<file path="src/rtl/ps2_kbd_rx_if.sv">
// Bus between the PS/2 receiver and its neighbours: raw keyboard lines in,
// received byte / decoded key / display mask out.
interface ps2_kbd_rx_if;
    logic       ps2_clk;
    logic       ps2_data;
    logic [7:0] rx_byte;
    logic       rx_valid;
    logic [7:0] key_code;
    logic       key_valid;
    logic       is_break;
    logic       is_ext;
    logic       frame_err;
    logic [7:0] disp_mask;

    // Receiver side: consumes the keyboard lines, drives the decoded results.
    modport master (
        input  ps2_clk, ps2_data,
        output rx_byte, rx_valid, key_code, key_valid,
        output is_break, is_ext, frame_err, disp_mask
    );

    // Keyboard / display side: drives the lines, consumes the results.
    modport slave (
        output ps2_clk, ps2_data,
        input  rx_byte, rx_valid, key_code, key_valid,
        input  is_break, is_ext, frame_err, disp_mask
    );
endinterface

</file>
<file path="src/rtl/ps2_kbd_rx.sv">
// PS/2 keyboard receiver: synchronise and filter the raw lines, deframe
// 11-bit frames with odd parity, decode F0/E0 prefixes, drive display mask.
module ps2_kbd_rx #(
    parameter int unsigned FILTER_LEN  = 8,
    parameter int unsigned TIMEOUT_CYC = 200000
) (
    input  logic          clk,
    input  logic          rst,
    ps2_kbd_rx_if.master  bus
);
    localparam int unsigned FW = $clog2(FILTER_LEN + 1);
    localparam int unsigned TW = $clog2(TIMEOUT_CYC + 1);

    typedef enum logic [1:0] {IDLE, DATA, PARITY, STOP} state_t;

    // Index 0 = ps2_clk, index 1 = ps2_data
    logic [1:0]    sync1;
    logic [1:0]    sync2;
    logic [1:0]    filt;
    logic [FW-1:0] flt_cnt [2];
    logic          filt_clk_d;
    logic          strb;
    logic          dat;

    state_t        state;
    logic [2:0]    bit_cnt;
    logic [7:0]    shreg;
    logic          perr;
    logic [TW-1:0] tmo_cnt;
    logic          brk_pend;
    logic          ext_pend;

    // Two-stage synchroniser on both raw lines
    always_ff @(posedge clk) begin
        if (!rst) begin
            sync1 <= 2'b11;
            sync2 <= 2'b11;
        end else begin
            sync1 <= {bus.ps2_data, bus.ps2_clk};
            sync2 <= sync1;
        end
    end

    // Glitch filter: a line flips only after FILTER_LEN consecutive new-level samples
    always_ff @(posedge clk) begin
        if (!rst) begin
            filt       <= 2'b11;
            filt_clk_d <= 1'b1;
            for (int i = 0; i < 2; i++) flt_cnt[i] <= '0;
        end else begin
            filt_clk_d <= filt[0];
            for (int i = 0; i < 2; i++) begin
                if (sync2[i] == filt[i]) begin
                    flt_cnt[i] <= '0;
                end else if (flt_cnt[i] == FW'(FILTER_LEN - 1)) begin
                    filt[i]    <= sync2[i];
                    flt_cnt[i] <= '0;
                end else begin
                    flt_cnt[i] <= flt_cnt[i] + FW'(1);
                end
            end
        end
    end

    assign strb = filt_clk_d & ~filt[0];
    assign dat  = filt[1];

    // Frame FSM, timeout, prefix decode and output registers
    always_ff @(posedge clk) begin
        if (!rst) begin
            state         <= IDLE;
            bit_cnt       <= '0;
            shreg         <= '0;
            perr          <= 1'b0;
            tmo_cnt       <= '0;
            brk_pend      <= 1'b0;
            ext_pend      <= 1'b0;
            bus.rx_byte   <= '0;
            bus.rx_valid  <= 1'b0;
            bus.key_code  <= '0;
            bus.key_valid <= 1'b0;
            bus.is_break  <= 1'b0;
            bus.is_ext    <= 1'b0;
            bus.frame_err <= 1'b0;
            bus.disp_mask <= '0;
        end else begin
            bus.rx_valid  <= 1'b0;
            bus.key_valid <= 1'b0;
            bus.frame_err <= 1'b0;

            if (state != IDLE && tmo_cnt == TW'(TIMEOUT_CYC)) begin
                // Stalled partial frame; takes priority over a coincident strobe
                state         <= IDLE;
                tmo_cnt       <= '0;
                bus.frame_err <= 1'b1;
                brk_pend      <= 1'b0;
                ext_pend      <= 1'b0;
            end else begin
                if (state == IDLE || strb) tmo_cnt <= '0;
                else                       tmo_cnt <= tmo_cnt + TW'(1);

                if (strb) begin
                    unique case (state)
                        IDLE: begin
                            if (!dat) begin
                                state   <= DATA;
                                bit_cnt <= '0;
                            end
                        end
                        DATA: begin
                            shreg   <= {dat, shreg[7:1]};
                            bit_cnt <= bit_cnt + 3'd1;
                            if (bit_cnt == 3'd7) state <= PARITY;
                        end
                        PARITY: begin
                            perr  <= ~(^{shreg, dat});
                            state <= STOP;
                        end
                        STOP: begin
                            state <= IDLE;
                            if (dat && !perr) begin
                                bus.rx_byte  <= shreg;
                                bus.rx_valid <= 1'b1;
                                if (shreg == 8'hF0) begin
                                    brk_pend <= 1'b1;
                                end else if (shreg == 8'hE0) begin
                                    ext_pend <= 1'b1;
                                end else begin
                                    bus.key_code  <= shreg;
                                    bus.is_break  <= brk_pend;
                                    bus.is_ext    <= ext_pend;
                                    bus.key_valid <= 1'b1;
                                    brk_pend      <= 1'b0;
                                    ext_pend      <= 1'b0;
                                    if (!brk_pend) bus.disp_mask <= 8'h03;
                                end
                            end else begin
                                bus.frame_err <= 1'b1;
                                brk_pend      <= 1'b0;
                                ext_pend      <= 1'b0;
                            end
                        end
                        default: state <= IDLE;
                    endcase
                end
            end
        end
    end
endmodule

</file>
<file path="src/flat_wrapper.sv">
// flat-port wrapper written by rule: the top's interface ports become plain ports
module ps2_kbd_rx_flat 
#(
    parameter int unsigned FILTER_LEN  = 8,
    parameter int unsigned TIMEOUT_CYC = 200000
)
  (clk, rst, bus_ps2_clk, bus_ps2_data, bus_rx_byte, bus_rx_valid, bus_key_code, bus_key_valid, bus_is_break, bus_is_ext, bus_frame_err, bus_disp_mask);
  ps2_kbd_rx_if bus_i ();
  input  logic clk;
  input  logic rst;
  input wire logic [$bits(bus_i.ps2_clk)-1:0] bus_ps2_clk;
  input wire logic [$bits(bus_i.ps2_data)-1:0] bus_ps2_data;
  output wire logic [$bits(bus_i.rx_byte)-1:0] bus_rx_byte;
  output wire logic [$bits(bus_i.rx_valid)-1:0] bus_rx_valid;
  output wire logic [$bits(bus_i.key_code)-1:0] bus_key_code;
  output wire logic [$bits(bus_i.key_valid)-1:0] bus_key_valid;
  output wire logic [$bits(bus_i.is_break)-1:0] bus_is_break;
  output wire logic [$bits(bus_i.is_ext)-1:0] bus_is_ext;
  output wire logic [$bits(bus_i.frame_err)-1:0] bus_frame_err;
  output wire logic [$bits(bus_i.disp_mask)-1:0] bus_disp_mask;
  assign bus_i.ps2_clk = bus_ps2_clk;
  assign bus_i.ps2_data = bus_ps2_data;
  assign bus_rx_byte = bus_i.rx_byte;
  assign bus_rx_valid = bus_i.rx_valid;
  assign bus_key_code = bus_i.key_code;
  assign bus_key_valid = bus_i.key_valid;
  assign bus_is_break = bus_i.is_break;
  assign bus_is_ext = bus_i.is_ext;
  assign bus_frame_err = bus_i.frame_err;
  assign bus_disp_mask = bus_i.disp_mask;
  ps2_kbd_rx #(.FILTER_LEN(FILTER_LEN), .TIMEOUT_CYC(TIMEOUT_CYC)) u_core (.clk(clk), .rst(rst), .bus(bus_i));
endmodule
</file>
<file path="config.mk">
export PLATFORM = sky130hd
export DESIGN_NAME = ps2_kbd_rx_flat
export DESIGN_NICKNAME = d
export VERILOG_FILES = /design/src/rtl/ps2_kbd_rx_if.sv /design/src/rtl/ps2_kbd_rx.sv /design/src/flat_wrapper.sv
export SDC_FILE = /design/constraint.sdc
export NUM_CORES = 1
export LEC_CHECK = 0
export ABC_AREA = 1
export CORE_MARGIN = 5
export CORE_UTILIZATION = 61
export CTS_CLUSTER_DIAMETER = 60
export DETAILED_ROUTE_END_ITERATION = 10
export GPL_TIMING_DRIVEN = 0
export PLACE_DENSITY = 0.91
export SETUP_SLACK_MARGIN = 0.2
export SLEW_MARGIN = 20
export SYNTH_ARGS = -nofsm -noshare
export SYNTH_HDL_FRONTEND = slang
export SYNTH_SLANG_ARGS = --single-unit
</file>
<file path="constraint.sdc">
create_clock -name clk -period 3.1 [get_ports clk]
set_input_delay 0.93 -clock clk [delete_from_list [all_inputs] [get_ports clk]]
set_output_delay 0.93 -clock clk [all_outputs]
set_load 0.02 [all_outputs]
</file>
==> Word level (Yosys, flattened, before mapping) <==
Memories as Yosys holds them, arrays and structs flattened.
Index checks and enable logic that the tools add are counted.
{ "word_totals": {"regBits": 63, "ram_bits": 8, "input_bits": 4, "output_inout_bits": 29, "elab_cells": 128, "n_memories": 1} }
{ "op_classes": {"n_addsub": 4, "n_eq_ne": 15, "mux": 46, "n_bitwise": 19, "reduce_logical": 23} }
{ "memory_table": {"columns": ["memory", "depth", "width", "rd", "rd_clocked_by_memory_dff", "wr", "line_no", "text"], "rows": [
  ["u_core.flt_cnt", 2, 4, 2, 0, 2, "ps2_kbd_rx.sv:20", "logic [FW-1:0] flt_cnt [2];"]
]} }
{ "op_table": {"columns": ["cell", "n"], "rows": [
  ["two-way mux 1 bit", 35],
  ["two-way mux 4 bit", 6],
  ["adder 18 x 1 -> 18 bit (second input constant)", 1],
  ["== test 18 bit (second input constant)", 1],
  ["== test 8 bit (second input constant)", 2],
  ["AND reduction 3 bit", 5],
  ["NOT 1 bit", 12],
  ["parity 9 bit", 1],
  ["adder 4 x 1 -> 4 bit (second input constant)", 2],
  ["== test 4 x 3 -> 1 bit (second input constant)", 2],
  ["one-hot mux 2 bit (4 select lines)", 1],
  ["AND reduction 4 bit", 2],
  ["AND reduction 7 bit", 1],
  ["bitwise OR 1 bit", 6],
  ["one-hot mux 3 bit (2 select lines)", 1],
  ["AND reduction 6 bit", 1],
  ["OR reduction 6 bit", 1],
  ["== test 2 bit (second input constant)", 2],
  ["two-way mux 2 bit", 2],
  ["!= test 2 bit (second input constant)", 2],
  ["AND reduction 2 bit", 2],
  ["nonzero test 2 bit", 2],
  ["OR reduction 4 bit", 1],
  ["adder 3 x 1 -> 3 bit (second input constant)", 1],
  ["13 further kinds", 15]
]} }

==> Logic depth before layout (Yosys ltp) <==
Gate-level depths: netlist (run 1).
An unclocked memory read counts as a cell.
{ "depth": {"ltp_word": 8, "mapped_depth": 12} }

==> Worst setup path before layout (run 1) <==
OpenSTA, ideal clock, no wires.
{ "synth_timing": {"kind": "in2reg", "startpoint": "input port rst", "endpoint": "memory u_core.flt_cnt[0][2] (netlist name) (data pin)", "arrival_ps": 1594, "path_slack_ps": 1346, "path_stages": 5, "path_buffers": 1, "path_cell_list": "buf_2 > o21ai_0 > a21oi_1 > o21ai_0 > nor3b_1"} }
{ "synth_rtl": {"columns": ["element", "line_no", "text"], "rows": [
  ["from (decl)", "flat_wrapper.sv:10", "input logic rst;"],
  ["to (decl)", "ps2_kbd_rx.sv:20", null]
]} }

==> summary.txt, run 1 <==
Outcome
  – Status: finished, final reports clean

Setup path
  – CP Launch Type: register
  – WP buf/inv: 2
  – Largest delay share family, worst path: buffers and inverters
  – Data arrival, critical path: 1.40 ns
  – Worst Setup SP: u_core.bus.disp_mask[0]$_SDFFE_PN0P_
  – Crit-path slowest cell: clkdlybuf4s50_1
  – Reg-to-reg slack, setup: 1.22 ns
  – WP data required: 2.17 ns
  – Crit Path Category: register to output pin
  – Reg2reg end: u_core.tmo_cnt[5]$_SDFF_PP0_
  – Worst R2R Start: u_core.state[0]$_SDFFE_PP0P_
  – Critical path capture point type: output pin
  – R2R depth: 11
  – Cell Chain, Critical Path: buf_4 -> clkdlybuf4s50_1
  – CP Max Fanout: 3
  – CP max stage delay: 0.59 ns

Power and ir drop
  – Pwr dens: 438.1 nW/um^2
  – Max VDD drop: 0.3311 mV
  – Pleak: 1.633 nW

Route
  – Vias: 2,844
  – Antenna Violating Nets Remaining: 0
  – Drt via density: 5.043
  – Drt total wl: 6.575 mm
  – Drt pass-1 iters: 4
  – DR DRC count: 0
  – Drt wl/cell: 11.66 um
  – First DRT Iteration DRCs: between 100 and 150

GRT
  – First-pass GRT wire length: 11.45 mm
  – Number of global-route vias before repair: 2,687
  – Initial antenna violation count: 0
  – Largest net degree at the start of global routing: 12
  – Total gr overflow: 0
  – Tot GR Track Use: ~20%

Flow run
  – MaxCap Viol Count: 0

Clock tree
  – Htree depth: 3
  – CTS tree: done
  – Clk_lat worst skew: 0.34 ns
  – CTS resizes: 0
  – Cts-stage hold buffer count: 0
  – Max Root-Sink Buffers: 2
  – Root Driver: clkbuf_8
  – Clock Sinks: 71
  – Reg clk slew, reported paths: 0.07 ns
  – Setup Buffers After CTS: 0
  – Total CTS buffers: 9

Yosys
  – Area contributors post-synth: dfxtp_1 (38%), nand2_1 (13%), nor2_1 (7.7%)
  – YS warnings: 0
  – Average footprint of a synthesized cell: 7.476 um^2
  – Post-Syn Instances: 443
  – Netlist cell types: 30
  – Seq/Total Area, Yosys: roughly 45%
  – Seq cells post-synth: 71
  – Top cell type's share of synthesized area: 38.08%
  – Leading area contributor after synthesis: dfxtp_1
  – Cell area after synthesis: about 3300 um^2

STA
  – Achievable Freq: between 400 and 500 MHz
  – Hold slack: approximately 0.4 ns
  – Worst Skew: 0.005764 ns
  – Setup_tns: 0 ns
  – Slew Limit Fails: 0
  – Setup violators final: 0
  – Minimum clock period: 2.327 ns
  – Fin crit share: between 70 and 80%
  – Final Hold Viols: 0
  – RSZ-0062 raised after global routing: no

Floorplanning
  – Die area: roughly 7000 um^2
  – Die H: 83.69 um
  – Die span in x: ~84 um
  – Row cnt: 26
  – Initial core utilization: 63.63%
  – Core ar.: 5205 um^2
  – # IOs: 33

Hold path
  – Hold depth: 1
  – Hold crit path type: register to register
  – Hold path start: u_core.sync1[0]$_SDFF_PN1_
  – WHS Endpoint: u_core.sync2[0]$_SDFF_PN1_

Placement
  – Area after DPL: between 3000 and 4000 um^2
  – Dpl hpwl: 4.938 mm
  – PortBufs: 25
  – GPL Wtd Cong: 0.9047

Cells and area
  – Area delta synth->final: 17.26%
  – Utilization after layout: 74.62%
  – Post-route cell area: 3884 um^2
  – Number of antenna diodes: 0
  – Nets: 506
  – Share of layout cells above drive strength 1: 8.704%
[kinds of logic (layout without fill, tap and decap cells)]
kind of cell	count (synthesis)	in the layout	share of synthesized area, %
AO/OA/AOI/OAI	45	45	7.102
flip-flops	71	71	45.33
other	2	14	0.2268
AND/OR/NAND/NOR	238	238	31.36
buffers and inverters	65	104	8.916
adder cells (fa/ha/maj)	11	11	4.156
XOR/XNOR	11	11	2.909
[worst max path at each step]
stage,endpoint,depth (start not counted)
2_1_floorplan,u_core.flt_cnt[0][2]$_SDFFCE_PN0P_,5
3_3_place_gp,bus_disp_mask[1],2
3_5_place_dp,u_core.flt_cnt[1][2]$_SDFFCE_PN0P_,5
4_1_cts,bus_disp_mask[1],2
5_1_grt,bus_disp_mask[1],2
6_report,bus_disp_mask[1],2
[report_power, final]
group          switching, mW  total [mW]  internal, mW  leakage [nW]
Clock                  0.308       0.715         0.407        0.0956
Combinational         0.0288      0.0447        0.0159         0.946
Sequential           0.00535       0.942         0.937         0.591
[through the flow]
stage          power (mW)  std cells  worst slack [ns]
6_report            1.702        564            0.7726
4_1_cts             1.722        564            0.7515
2_1_floorplan      0.9965        455             1.346
3_3_place_gp        1.005        550             1.148
3_5_place_dp        1.006        550             1.088
5_1_grt             1.771        564            0.7202
[sequential cells by signal, indices dropped and copies added, names as in the netlist, 3 cells and up]
signal               cells
u_core.flt_cnt           8
u_core.bit_cnt           3
u_core.tmo_cnt          18
u_core.bus.key_code      8
u_core.bus.rx_byte       8
u_core.shreg             8
[synthesized netlist by cell type]
cell	number
a21oi_1	34
dfxtp_1	63
nor2_1	68
ha_1	11
nand3_4	3
xor2_1	10
o21ai_0	7
nand3_1	12
or2_2	4
buf_4	7
clkbuf_1	2
o31ai_1	1
buf_1	1
or2_1	2
buf_6	3
inv_2	5
xnor2_1	1
nand4_1	10
edfxtp_1	8
nor2_2	2
nand2_1	118
nor3_1	8
nor3_2	1
buf_2	2
nor3b_1	2
or2_0	4
nand2_2	4
conb_1	2
o211ai_1	3
inv_1	45
[per-layer routing]
metal	part of all wire, %	vias to the layer above	GRT usage [%]
met2	49	58	34.42
met1	43	1302	22.61
met5	0	-	0
met4	2.6	0	9.942
li1	-	1467	-
met3	5.0	17	5.824
[cell usage in the layout (no fill, tap or decap), types with 4 or more instances in the layout]
| master | synthesis | routed |
|---|---|---|
| a21oi_1 | 34 | 34 |
| nand2_1 | 118 | 118 |
| edfxtp_1 | 8 | 8 |
| nor2_1 | 68 | 68 |
| clkbuf_1 | 2 | 4 |
| clkdlybuf4s50_1 | 0 | 25 |
| inv_1 | 45 | 45 |
| nand4_1 | 10 | 10 |
| dfxtp_1 | 63 | 63 |
| clkbuf_8 | 0 | 11 |
| inv_2 | 5 | 5 |
| nor3_1 | 8 | 8 |
| or2_0 | 4 | 4 |
| conb_1 | 2 | 14 |
| ha_1 | 11 | 11 |
| xor2_1 | 10 | 10 |
| nand3_1 | 12 | 12 |
| or2_2 | 4 | 4 |
| nand2_2 | 4 | 4 |
| o21ai_0 | 7 | 7 |
| buf_4 | 7 | 7 |
[worst reg2reg max path, stage by stage, from the launching register on]
cell and delay [ns]:
dfxtp_1 0.38, inv_1 0.10, ha_1 0.24, nor2_1 0.11
nand2_1 0.07, nor2_2 0.13, nand3_4 0.18, nand2_2 0.14
inv_2 0.07, nand3_4 0.12, buf_6 0.17, nor2_1 0.06
[layout make-up]
cell class	instances	area, um^2
tap	70	87.58
timing repair buffer	25	250.2
clock buffer	13	158.9
inverter	50	187.7
multi-input combinational	319	1560
clock inverter	1	30.03
fill	412	1321
sequential	71	1501
buffer	15	107.6
Note: power is estimated with default switching activity, not from simulation.
==> inputs of run 2 (changes only) <==
Settings changed: CORE_UTILIZATION 61 to 56, PLACE_DENSITY 0.91 to 0.85.
Clock period 3.1 ns to 2.15 ns, I/O delays scaled along.
==> run 2 against run 1 <==
  * Setup slack lost 0.55 ns
  * Sequential share of layout area decreased by 0.53 points
  * Final cell count up 1.2%
  * Critical path depth fell by 1
  * First-iteration DRC count shrank 22%
  * Wire length rose by 0.82%
==> summary.txt, run 2 (synthesis results as in run 1) <==
Clock tree
  – Total CTS buffers: 9 (unchanged)
  – Htree depth: 3 (unchanged)
  – Reg clk slew, reported paths: 0.07 ns (about the same)
  – Clk_lat worst skew: 0.34 ns (about the same)
  – CTS tree: done
  – Root Driver: clkbuf_8
  – Cts-stage hold buffer count: 0 (unchanged)
  – Max Root-Sink Buffers: 2 (unchanged)
  – Clock Sinks: 71 (unchanged)

Setup path
  – Cell Chain, Critical Path: clkdlybuf4s50_1
  – CP Max Fanout: 2 (-1)
  – Crit-path slowest cell: clkdlybuf4s50_1
  – CP max stage delay: 0.61 ns (+0.02 ns)
  – CP Launch Type: register
  – Crit Path Category: register to output pin
  – Largest delay share family, worst path: buffers and inverters
  – Data arrival, critical path: 1.28 ns (-0.12 ns)
  – WP buf/inv: 1 (-1)
  – WP data required: 1.50 ns (-0.67 ns)
  – Critical path capture point type: output pin

STA
  – Final worst setup slack: 0.2249 ns (-0.5477 ns)
  – Setup_tns: 0 ns (unchanged)
  – Slew Limit Fails: 0 (unchanged)
  – Achievable Freq: 519.4 MHz
  – Setup violators final: 0 (unchanged)
  – RSZ-0062 raised after global routing: no
  – Final Hold Viols: 0 (unchanged)
  – Worst Skew: 0.007589 ns (+0.001825 ns)
  – Fin crit share: 89.54%
  – Minimum clock period: 1.925 ns

Cells and area
  – Number of antenna diodes: 0 (unchanged)
  – Nets: 507 (+0.20%)
  – Share of layout cells above drive strength 1: 9.677% (+0.97 points)
  – Most frequent cells in the layout: nand2_1 (118), nor2_1 (68), dfxtp_1 (61)
  – Commonest non-fill, non-tap cell in the layout: nand2_1
  – Max FFs per register: 18 (unchanged)
  – Largest Register: u_core.tmo_cnt
  – Fillers: 488 (+18%)
  – Post-route cell area: 3944 um^2 (+1.5%)
  – Area delta synth->final: 19.08%
  – Fin cells: 571 (+1.2%)

Power and ir drop
  – Pwr dens: 628.6 nW/um^2 (+43%)
  – Switching share of power: 20.77% (+0.69 points)
  – Comb pwr share: 2.6% (about the same)
  – Max VDD drop: 0.4701 mV (+42%)
  – Internal power: 1.964 mW (+44%)
  – Seq pwr share: 54.7% (-0.7 points)
  – Clock power share: 42.6% (+0.6 points)
  – NetSw: 515.0 uW (+51%)
  – Pleak: 1.924 nW (+18%)

Floorplanning
  – Initial core utilization: 56.61% (-7.0 points)
  – # IOs: 33 (unchanged)
  – Die area: 7552 um^2 (+7.8%)
  – Row cnt: 28 (+7.7%)
  – Core ar.: 5851 um^2 (+12%)
  – Die H: 86.91 um (+3.8%)
  – Die span in x: 86.91 um (+3.8%)

Route
  – Antenna Violating Nets Remaining: 0 (unchanged)
  – Drt via density: 4.928 (-2.3%)
  – Drt wl/cell: 11.61 um (-0.41%)
  – Drt pass-1 iters: 4 (unchanged)
  – Drt total wl: 6.629 mm (+0.82%)
  – First DRT Iteration DRCs: 108 (-22%)
  – DR DRC count: 0 (unchanged)
  – Vias: 2,814 (-1.1%)

Placement
  – Dpl ws: 0.3035 ns (-0.7849 ns)
  – Dpl hpwl: 4.944 mm (+0.11%)
  – Area after DPL: 3701 um^2 (+0.17%)
  – GPL Wtd Cong: 0.8457 (-6.5%)
  – PortBufs: 25 (unchanged)
  – Placed insts: 555 (+0.91%)

GRT
  – Total gr overflow: 0 (unchanged)
  – First-pass GRT wire length: 11.47 mm (+0.17%)
  – Number of global-route vias before repair: 2,766 (+2.9%)
  – Largest net degree at the start of global routing: 12 (unchanged)
  – Tot GR Track Use: 19.25% (-0.81 points)
  – Initial antenna violation count: 0 (unchanged)

Hold path
  – Hold crit path type: register to register

Outcome
  – Status: finished, final reports clean

Flow run
  – MaxCap Viol Count: 0 (unchanged)
[run 2: cell count changes in the layout (fill, tap and decap cells not counted), sizes merged]
cell,previous run,this run
clkinv,0,1
dlymetal6s2s,0,14
clkinvlp,0,1
buf,13,14
clkbuf,15,14
clkdlybuf4s50,25,7
dlygate4sd2,0,4
[run 2: path summary, 6_finish.rpt]
path | cells past startpoint | end | start | slack (ns)
setup / recovery | 1 | bus_rx_byte[0] | u_core.bus.rx_byte[0]$_SDFFE_PN0P_ | 0.22
hold / removal | 1 | u_core.sync2[0]$_SDFF_PN1_ | u_core.sync1[0]$_SDFF_PN1_ | 0.42
setup reg to reg | 11 | u_core.tmo_cnt[16]$_SDFF_PP0_ | u_core.state[0]$_SDFFE_PP0P_ | 0.37
hold reg to reg | 1 | u_core.sync2[0]$_SDFF_PN1_ | u_core.sync1[0]$_SDFF_PN1_ | 0.42
[run 2: area by class of cell]
| type | instances | area, um^2 | area share, % |
|---|---|---|---|
| Clock inverter | 3 | 42.54 | 1.079 |
| Buffer | 15 | 107.6 | 2.728 |
| Sequential cell | 71 | 1504 | 38.13 |
| Inverter | 50 | 187.7 | 4.759 |
| Clock buffer | 12 | 155.1 | 3.934 |
| Tap cell | 75 | 93.84 | 2.379 |
| Multi-Input combinational cell | 319 | 1565 | 39.69 |
| Timing Repair Buffer | 26 | 287.8 | 7.297 |
[run 2: worst reg2reg max path: stages, from the launching register on]
cell and delay [ns]:
dfxtp_2 0.36, inv_1 0.08, ha_1 0.24, nor2_1 0.11, nand2_1 0.07, nor2_2 0.12
nand3_4 0.17, nand2_2 0.15, inv_2 0.06, nand3_4 0.12, buf_6 0.17, nor2_1 0.05
[run 2: repair_timing]
| item | 4_1_cts | 5_1_grt |
|---|---|---|
| endpoints found under the hold margin | 0 | 0 |
| endpoints found under the setup margin | 4 | 35 |
| gates cloned | 0 | 0 |
| resized for setup | 4 | 17 |
| setup buffers | 0 | 1 |
[run 2: metrics by stage]
step / utilization (%) / total power, mW / hold WS, ns
after floorplan: - / 1.437 / 0.3925
after global placement: 63.26 / 1.449 / 0.3957
after detailed placement: 63.26 / 1.452 / 0.4026
after CTS: 66.55 / 2.502 / 0.4179
after global routing: 67.41 / 2.572 / 0.4342
final: 67.41 / 2.479 / 0.4171
[run 2: metal layers]
metal | up-vias | share of wire, % | wire length, um | GRT usage, %
li1 | 1469 | - | - | -
met4 | 0 | 2.0 | 134 | 11.90
met2 | 63 | 50 | 3305 | 33.54
met3 | 13 | 5.9 | 391 | 3.784
met1 | 1269 | 42 | 2797 | 21.38
met5 | - | 0 | 0 | 0
[run 2: power by group through the flow]
stage	logic [mW]	registers, mW	clock network (mW)
global route	0.0735	1.36	1.14
floorplan	0.0514	1.39	0
finish	0.0652	1.36	1.06
global placement	0.0626	1.39	0
CTS	0.0646	1.36	1.08
detailed placement	0.0644	1.39	0
